[config.mk]
export PLATFORM = sky130hd
export DESIGN_NAME = ex_muldiv_sequencer
export DESIGN_NICKNAME = d
export VERILOG_FILES = /design/src/rtl/ex_muldiv_sequencer.sv
export SDC_FILE = /design/constraint.sdc
export NUM_CORES = 1
export LEC_CHECK = 0
export ABC_AREA = 1
export BUFFER_PORTS_ARGS = -buffer_cell sky130_fd_sc_hd__buf_2
export CAP_MARGIN = 20
export CORE_ASPECT_RATIO = 1.2
export CORE_MARGIN = 1
export CORE_UTILIZATION = 55
export DETAILED_ROUTE_END_ITERATION = 7
export PLACE_DENSITY = 0.79
export SYNTH_ARGS = -nofsm -noshare
export SYNTH_HDL_FRONTEND = slang
export SYNTH_SLANG_ARGS = --single-unit
[constraint.sdc]
create_clock -name clk -period 14.1 [get_ports clk]
set_input_delay 4.23 -clock clk [delete_from_list [all_inputs] [get_ports clk]]
set_output_delay 4.23 -clock clk [all_outputs]
set_load 0.01 [all_outputs]
[src/rtl/ex_muldiv_sequencer.sv]
// RV32M multiply/divide sequencer: iterative shift-add multiply and restoring divide beside the EX ALU.
// Optional MULDIV_EARLY_OUT_EN: multiply leaves CALC once the remaining multiplier bits are all zero.
module ex_muldiv_sequencer #(
  parameter int XLEN = 32
) (
  input  logic            clk,
  input  logic            rst,
  input  logic            start,
  input  logic [2:0]      op,
  input  logic [XLEN-1:0] a,
  input  logic [XLEN-1:0] b,
  input  logic [4:0]      rd_in,
  input  logic            flush,
  output logic            busy,
  output logic            stall_req,
  output logic            done,
  output logic [XLEN-1:0] result,
  output logic [4:0]      result_rd
);

  // state | meaning
  // IDLE  | waiting for start; operands latched on accept
  // PREP  | magnitudes, result signs, special-case detect
  // CALC  | one multiplier/quotient bit per cycle
  // FIN   | result registered, done high
  typedef enum logic [1:0] {IDLE, PREP, CALC, FIN} state_t;

  localparam int CW = $clog2(XLEN);

  state_t              state;
  logic [2:0]          op_q;
  logic [4:0]          rd_q;
  logic [XLEN-1:0]     a_q, b_q;
  logic                sign_q, sign_r;
  logic [2*XLEN-1:0]   prod, mcand;
  logic [XLEN-1:0]     mplier;
  logic [XLEN:0]       rem;
  logic [CW-1:0]       cnt;

  logic                a_sgn, b_sgn, sa, sb, is_div, div_zero, div_ovf;
  logic [XLEN-1:0]     a_mag, b_mag, spec_val;
  logic [2*XLEN-1:0]   prod_nxt, prod_fix;
  logic [XLEN+1:0]     rem_sh, rem_diff;
  logic                q_bit;
  logic [XLEN:0]       rem_nxt;
  logic [XLEN-1:0]     quo_nxt, quo_fix, rem_fix, calc_val;
  logic                calc_last;

  always_comb begin
    a_sgn    = (op_q == 3'b001) || (op_q == 3'b010) || (op_q == 3'b100) || (op_q == 3'b110);
    b_sgn    = (op_q == 3'b001) || (op_q == 3'b100) || (op_q == 3'b110);
    sa       = a_sgn & a_q[XLEN-1];
    sb       = b_sgn & b_q[XLEN-1];
    a_mag    = sa ? -a_q : a_q;
    b_mag    = sb ? -b_q : b_q;
    is_div   = op_q[2];
    div_zero = is_div && (b_q == '0);
    div_ovf  = is_div && !op_q[0] && (a_q == {1'b1, {(XLEN-1){1'b0}}}) && (b_q == '1);
    if (div_zero) spec_val = op_q[1] ? a_q : '1;
    else          spec_val = op_q[1] ? '0 : a_q;

    prod_nxt = prod + (mplier[0] ? mcand : '0);

    // the extra top bit of the widened partial remainder carries the borrow
    rem_sh   = {rem, mplier[XLEN-1]};
    rem_diff = rem_sh - {2'b00, mcand[XLEN-1:0]};
    q_bit    = ~rem_diff[XLEN+1];
    rem_nxt  = q_bit ? rem_diff[XLEN:0] : rem_sh[XLEN:0];
    quo_nxt  = {mplier[XLEN-2:0], q_bit};

    prod_fix = sign_q ? -prod_nxt : prod_nxt;
    quo_fix  = sign_q ? -quo_nxt : quo_nxt;
    rem_fix  = sign_r ? -rem_nxt[XLEN-1:0] : rem_nxt[XLEN-1:0];
    if (is_div)               calc_val = op_q[1] ? rem_fix : quo_fix;
    else if (op_q[1:0] == '0) calc_val = prod_fix[XLEN-1:0];
    else                      calc_val = prod_fix[2*XLEN-1:XLEN];

`ifdef MULDIV_EARLY_OUT_EN
    calc_last = (cnt == CW'(XLEN-1)) || (!is_div && ((mplier >> 1) == '0));
`else
    calc_last = (cnt == CW'(XLEN-1));
`endif
  end

  assign busy      = (state != IDLE);
  assign stall_req = (start && state == IDLE) || state == PREP || state == CALC;

  always_ff @(posedge clk or posedge rst) begin
    if (rst) begin
      state     <= IDLE;
      op_q      <= '0;
      rd_q      <= '0;
      a_q       <= '0;
      b_q       <= '0;
      sign_q    <= 1'b0;
      sign_r    <= 1'b0;
      prod      <= '0;
      mcand     <= '0;
      mplier    <= '0;
      rem       <= '0;
      cnt       <= '0;
      done      <= 1'b0;
      result    <= '0;
      result_rd <= '0;
    end else if (flush && state != IDLE) begin
      state <= IDLE;
      done  <= 1'b0;
    end else begin
      case (state)
        IDLE: begin
          done <= 1'b0;
          if (start && !flush) begin
            op_q  <= op;
            rd_q  <= rd_in;
            a_q   <= a;
            b_q   <= b;
            state <= PREP;
          end
        end
        PREP: begin
          cnt    <= '0;
          prod   <= '0;
          rem    <= '0;
          sign_q <= sa ^ sb;
          sign_r <= sa;
          if (is_div) begin
            mplier <= a_mag;
            mcand  <= {{XLEN{1'b0}}, b_mag};
          end else begin
            mplier <= b_mag;
            mcand  <= {{XLEN{1'b0}}, a_mag};
          end
          if (div_zero || div_ovf) begin
            result    <= spec_val;
            result_rd <= rd_q;
            done      <= 1'b1;
            state     <= FIN;
          end else begin
            state <= CALC;
          end
        end
        CALC: begin
          cnt <= cnt + CW'(1);
          if (is_div) begin
            rem    <= rem_nxt;
            mplier <= quo_nxt;
          end else begin
            prod   <= prod_nxt;
            mplier <= mplier >> 1;
            mcand  <= mcand << 1;
          end
          // result is registered on the way into FIN so it is valid alongside done
          if (calc_last) begin
            result    <= calc_val;
            result_rd <= rd_q;
            done      <= 1'b1;
            state     <= FIN;
          end
        end
        FIN: begin
          done  <= 1'b0;
          state <= IDLE;
        end
        default: state <= IDLE;
      endcase
    end
  end

endmodule

* Word level (Yosys, flattened, before mapping)
Index checks and enable logic that the tools add are counted.
Word-level totals: bits in writable memories 0, bits in registers 312, word-level logic and storage cells 115, bits in latches 0, memory bits (read-only) 0, bits of input ports 76, memories kept 0, output and inout port bits 40
Operators by class: shift operators 0, $lt $le $gt $ge 0, $mul 0, bitwise logic cells 5, divide/modulo/power cells 0, equal/unequal tests 17, reduce and logical (&&, ||, !) cells 31, add/subtract/negate cells 8, muxes and demuxes 39
Operators with widths (number):
- $mux W32 | 15
- $mux W64 | 4
- $pmux W64 S2 | 2
- $neg A32 Y32 | 4
- $pmux W32 S2 | 2
- $mux W33 | 2
- $pmux W33 S2 | 1
- $add A64 B64 Y64 | 1
- $eq A32 B32 Y1 const B | 2
- $neg A64 Y64 | 1
- $sub A34 B32 Y34 | 1
- $logic_not A32 Y1 | 1
- $pmux W5 S2 | 2
- $mux W5 | 2
- $reduce_and A3 Y1 | 3
- $logic_or A1 B1 Y1 | 8
- $pmux W2 S4 | 1
- $reduce_and A2 Y1 | 4
- $logic_and A1 B1 Y1 | 7
- $eq A3 B3 Y1 const B | 2
- $mux W2 | 3
- $ne A2 B2 Y1 const B | 3
- $ne A3 B1 Y1 const B | 2
- $add A5 B1 Y5 const B | 1
- other kinds (17) | 26

* Longest topological paths before layout
Gate-level depths: netlist of the first run.
word-level depth 8, mapped depth 33, depth with buffers taken out 32

* Worst setup path before layout of the first run
Ideal clock, no wire load.
kind input port to output port, from input port start, to output port stall_req, stages on the path 2, path buffers 0, setup slack 5.374 ns, required time 9.870 ns, arrival 4.496 ns, cells stage by stage inv_1 -> o211ai_1
On the way: longest elaborated chain between the ends 3
RTL lines:
- start: declaration | RTL line 8 | input logic start,
- $logic_and A1 B1 Y1 | RTL line 86 | assign stall_req = (start && state == IDLE) || state == PREP || state == CALC;
- $logic_or A1 B1 Y1 (2 in series) | RTL line 86
- end: declaration | RTL line 15 | output logic stall_req,
Every way passes these cells.

* Worst setup path in the final report of the first run
Same ends and word-level chain as after synthesis.

==> results of run 1 <==
[flip-flops by register name, indices dropped and copies added, names as in the netlist]
signal / flops
mcand: 64
prod: 64
rem: 33
a_q: 32
b_q: 32
mplier: 32
result: 32
cnt: 5
rd_q: 5
result_rd: 5
op_q: 3
state: 2
done: 1
sign_q: 1
sign_r: 1
[worst paths after layout]
kind,start,end,slack (ns),cells past startpoint
setup / recovery,start,stall_req,5.18,4
hold / removal,result_rd[4],result_rd[4],0.48,2
setup reg to reg,mcand[30],result[30],8.49,28
hold reg to reg,result_rd[4],result_rd[4],0.48,2
max in group asynchronous,rst,prod[50],8.36,4
min in group asynchronous,rst,prod[6],3.76,2
[final cells by class]
type | count | area, sq um | share of cell area, %
timing repair buffer | 144 | 800.8 | 2.514
clock inverter | 17 | 310.3 | 0.9741
clock buffer | 50 | 1097 | 3.445
tap | 705 | 882.1 | 2.769
antenna | 5 | 12.51 | 0.03928
multi-input combinational | 3684 | 18030 | 56.60
sequential | 312 | 7811 | 24.52
inverter | 773 | 2910 | 9.136
[synth_stat cells (26+ instances only)]
cell type | n | area (sq um)
xor2_1 | 90 | 788.3
nor2_1 | 512 | 1922
nand4_1 | 45 | 281.5
nand2_2 | 31 | 193.9
dfrtp_1 | 312 | 7807
nor3_1 | 35 | 175.2
nand3_1 | 312 | 1562
o211ai_1 | 43 | 322.8
clkbuf_1 | 136 | 510.5
o21ai_0 | 343 | 1717
inv_1 | 762 | 2860
o22ai_1 | 48 | 300.3
nand2_1 | 1572 | 5901
o221ai_1 | 28 | 245.2
a21oi_1 | 288 | 1441
ha_1 | 106 | 1326
nor2_2 | 26 | 162.7
[cells by family (layout without fill, tap and decap cells)]
logic type / after synthesis / after routing / synth area share, %
and+or+nand+nor: 2610 / 2610 / 36.83
buffers and inverters: 941 / 984 / 12.24
AOI/OAI and AO/OA: 849 / 849 / 16.15
DFF: 312 / 312 / 26.55
adders and majority gates: 108 / 108 / 4.647
xor gates and xnor gates: 107 / 107 / 3.187
muxes: 10 / 10 / 0.3830
other: 0 / 5 / 0
[stage by stage]
stage | hold WS [ns] | utilization [%] | std cells
after global placement | 0.4510 | 57.70 | 5617
after CTS | 0.4833 | 60.40 | 5685
after detailed placement | 0.4684 | 57.73 | 5618
after global routing | 0.5119 | 60.40 | 5685
final | 0.4792 | 60.42 | 5690
after floorplan | 0.4338 | - | 4937
[routing by layer]
layer	vias to the layer above	GRT usage, %	wire length [um]
met3	505	9.337	10290
met4	2	43.80	13540
met1	15210	49.45	43940
met2	1707	73.40	56830
li1	15760	-	-
met5	-	0	17
[worst max-delay path: cells and delay by family]
family          cells  cell delay (ns)
compound gates      1             0.14
buf+inv             3             0.31
[power by group through the flow]
stage          logic (mW)  registers [mW]  clock network [mW]
6_report             4.40            1.55                1.14
5_1_grt              4.71            1.57                1.16
4_1_cts              4.23            1.53                1.13
3_5_place_dp         4.21            1.54                   0
3_3_place_gp         4.15            1.54                   0
2_1_floorplan        2.80            1.42                   0
==> flow_summary.toml, run 1 <==
[cts]
clk_pin_slew_ns = 0.06
hold_buffers = 0
cts_tree = "built"
post_cts_buffers = 0
numClockSinks = 312
cts_buffer_depth = 3
cts_made_buffers = 38
htree_levels = 2
clkLatencyLatePin_ns = 0.60
cts.repair.resized = 0
cts_root_buf = "clkbuf_16"

[timing]
period_minus_slack_ns = 8.919
setup_viol = 0
tns_ns = 0
drv_slew = 0
slew_headroom_pct = 25.53
finalWorstSetupSlack_ns = 5.181
fin_crit_sh_pct = 63.26
finalHoldViolCount = 0
rsz0062_at_grt = "no"
max_freq_mhz = 112.1
fin_skew_ns = 0.04138
worstMarginPinSlew_ns = 1.105

[cells_and_area]
fill_cells = 5409
mostFrequentLayoutCells = "nand2_1, inv_1, nor2_1, o21ai_0, nand3_1"
fin_nets = 5137
drive_above_1_share_pct = 6.807
syn_to_final_growth_pct = 8.341
mostFrequentLayoutCell = "nand2_1"
design_area_sq_um = 31860

[pwr]
p_total_mw = 7.078
clkPwrFrac_pct = 16.0
power.density_nw_per_um2 = 222.2
p_seq_share_pct = 21.9
p_comb_share_pct = 62.1
p_sw_mw = 3.984
leakage_nw = 17.57
switching_share_pct = 56.29
ir_worst_vdd_mv = 0.1526
p_int_mw = 3.094

[worst_setup_path]
cp-end-kind = "primary output"
cp_slowest_cell = "buf_2"
cp_max_fo = 2
crit_chain = "buf_2 -> inv_1 -> o211ai_1 -> buf_2"
worstSetupStartpointType = "input port"
worstPathArrival_ns = 4.69
cpPeakStageDelay_ns = 0.15
path_class = "input port to primary output"
cp.required_ns = 9.87
cp_common_cell = "buf_2"

[logic_synthesis]
syn_nets = 5121
synthCells = 4937
async_reset_ff_share_pct = 100.0
syn_area_per_cell_sq_um = 5.956
post_synth_num_cell_types = 63
synth_seq_cells = 312
seq_area_frac_synth_pct = 26.55
synth_edf_count = 0
syn_area_sq_um = 29400
yosys_warnings = 0
synth_ff_type = "dfrtp_1"

[route]
postRouteAntennaNets = 0
totalWireLength_um = 124600
drt_iter0_markers = 3542
drc = 0
dr.pass1.iters = 6
viasPerCell = 5.831
num_vias = 33180
wire_per_inst_um = 21.90

[placed_design]
place_area_sq_um = 30440
io_buffers = 115
gp_congestion = 1.075
hpwl_um = 97150
pre_cts_ws_ns = 5.182

[global_routing]
antenna_found_initial = 5
grt_start_max_net_pins = 99
grt_pass1_wl_um = 182600
grt_usage_pct = 45.44
grt_pass1_vias = 30500
grt-ovfl-total = 0

[floorplanning]
ios = 116
die_h_um = 255.3
start_util_pct = 55.77
dieArea_sq_um = 54390
core-area_sq_um = 52720
placementRows = 92
die_w_um = 213.1

[run]
maxCapViolCount = 0

[worst_hold_path]
hp-class = "flip-flop to flip-flop"

[status]
status = "finished, final reports clean"
No activity file was read; power rests on OpenSTA's default activity.
==> inputs of run 2 (changes only) <==
==> constraint.sdc (replaced) <==
create_clock -name clk -period 8.5 [get_ports clk]
set_input_delay 2.55 -clock clk [delete_from_list [all_inputs] [get_ports clk]]
set_output_delay 2.55 -clock clk [all_outputs]
set_load 0.01 [all_outputs]
==> run 2 against run 1 <==
Compared with the run above:
- clock skew shrank 0.013 ns
- worst setup slack got worse by 2.2 ns
- die area unchanged
- clock power grew 61%
- first-iteration DRC count is 3.8% higher
- critical path depth is the same
- sequential power rose by 68%
- count of clock-buffer cells in the layout shrank 5
- global-route usage up 1.1 points
- largest power group unchanged
- highest routed layer unchanged
==> flow_summary.toml, run 2 (synthesized netlist as in run 1, its figures left out) <==
[timing]
finalHoldViolCount = 0
tns_ns = 0
drv_slew = 0
period_minus_slack_ns = 5.561
rsz0062_at_grt = "no"
worstMarginPinSlew_ns = 1.188
setup_viol = 0
slew_headroom_pct = 19.98
fin_skew_ns = 0.02882
max_freq_mhz = 179.8
fin_crit_sh_pct = 65.43

[cts]
cts_tree = "built"
cts.repair.resized = 0
htree_levels = 2
clk_pin_slew_ns = 0.06
post_cts_buffers = 0
clkLatencyLatePin_ns = 0.61
cts_root_buf = "clkbuf_16"
numClockSinks = 312
cts_made_buffers = 38
cts_buffer_depth = 3
hold_buffers = 0

[cells_and_area]
drive_above_1_share_pct = 6.826
syn_to_final_growth_pct = 8.187
mostFrequentLayoutCell = "nand2_1"
fin_cells = 5688
fill_cells = 5396
largestRegisters = "mcand (64), prod (64), rem (33)"
mostFrequentLayoutCells = "nand2_1, inv_1, nor2_1, o21ai_0, nand3_1"
design_area_sq_um = 31810
fin_nets = 5135

[route]
dr.pass1.iters = 7
num_vias = 33430
drc = 0
postRouteAntennaNets = 0
totalWireLength_um = 127000
viasPerCell = 5.878
wire_per_inst_um = 22.33
drt_iter0_markers = 3675

[run]
maxCapViolCount = 0

[pwr]
ir_worst_vdd_mv = 0.3349
power.density_nw_per_um2 = 373.3
leakage_nw = 17.53

[global_routing]
use_met2_pct = 74.48
grtUsageMet3_pct = 11.24
grt_pass1_vias = 30800
grt_pass1_wl_um = 187000
grt_start_max_net_pins = 142
grt.busiest_layer = "met2"
grtUsageMet1_pct = 50.89
grt_usage_pct = 46.51
antenna_found_initial = 6
grt-ovfl-total = 0

[worst_setup_path]
path_class = "input port to primary output"
cp-end-kind = "primary output"
worstSetupStartpointType = "input port"
cp_max_fo = 2
worstPathArrival_ns = 3.01
cp.required_ns = 5.95

[placed_design]
place_inst = 5616
io_buffers = 115
place_area_sq_um = 30430
gp_congestion = 1.114
hpwl_um = 98640

[floorplanning]
die_w_um = 213.1
ios = 116
die_h_um = 255.3
start_util_pct = 55.77
placementRows = 92
dieArea_sq_um = 54390
core-area_sq_um = 52720

[worst_hold_path]
hp-class = "flip-flop to flip-flop"

[status]
status = "finished, final reports clean"
-- run 2: cell count changes in the layout (fill, tap and decap cells not counted), moves of 3 or more --
cell / before / now
buf_4: 28 / 25
clkbuf_8: 8 / 4
clkinvlp_4: 1 / 7
diode_2: 5 / 2
-- run 2: final timing paths --
check,to,depth (start not counted),start,slack [ns]
worst min-delay path,cnt[3],1,cnt[3],0.48
worst min register to register,cnt[3],1,cnt[3],0.48
min in group asynchronous,mcand[34],2,rst,1.97
max in group asynchronous,rem[24],4,rst,5.09
worst max-delay path,stall_req,4,start,2.94
worst max register to register,result[17],27,mplier[0],2.98
-- run 2: critical path, stage by stage --
cell	delay, ns
buf_2	0.11
inv_1	0.05
o211ai_1	0.14
buf_2	0.15
-- run 2: metal layers --
metal | vias to the layer above | share of wire (%)
met4 | 10 | 11
met5 | - | 0.056
met2 | 1783 | 45
met3 | 574 | 9.4
li1 | 15770 | -
met1 | 15290 | 35
-- run 2: final cells by class --
type | instances | area, sq um | area share (%)
clock inverters | 25 | 354.1 | 1.113
clock buffers | 45 | 1017 | 3.198
inverters | 773 | 2907 | 9.137
well taps | 705 | 882.1 | 2.773
flip-flops and latches | 312 | 7811 | 24.56
multi-input cells | 3684 | 18030 | 56.68
repair buffers | 142 | 803.3 | 2.525
diodes | 2 | 5.005 | 0.01573
-- run 2: power by group --
part	switching (mW)	internal [mW]
Combinational	5.45	1.98
Sequential	0.622	1.98
Clock	0.777	1.06
Total	6.85	5.02
-- run 2: stage by stage --
stage | setup slack, ns | utilization [%] | hold WS, ns | total power [mW]
after CTS | 2.938 | 60.33 | 0.4737 | 11.54
final | 2.939 | 60.34 | 0.4821 | 11.87
after floorplan | 1.795 | - | 0.4338 | 6.988
after detailed placement | 2.942 | 57.73 | 0.4661 | 9.683
after global routing | 2.743 | 60.33 | 0.5045 | 12.45
after global placement | 2.935 | 57.73 | 0.4521 | 9.612
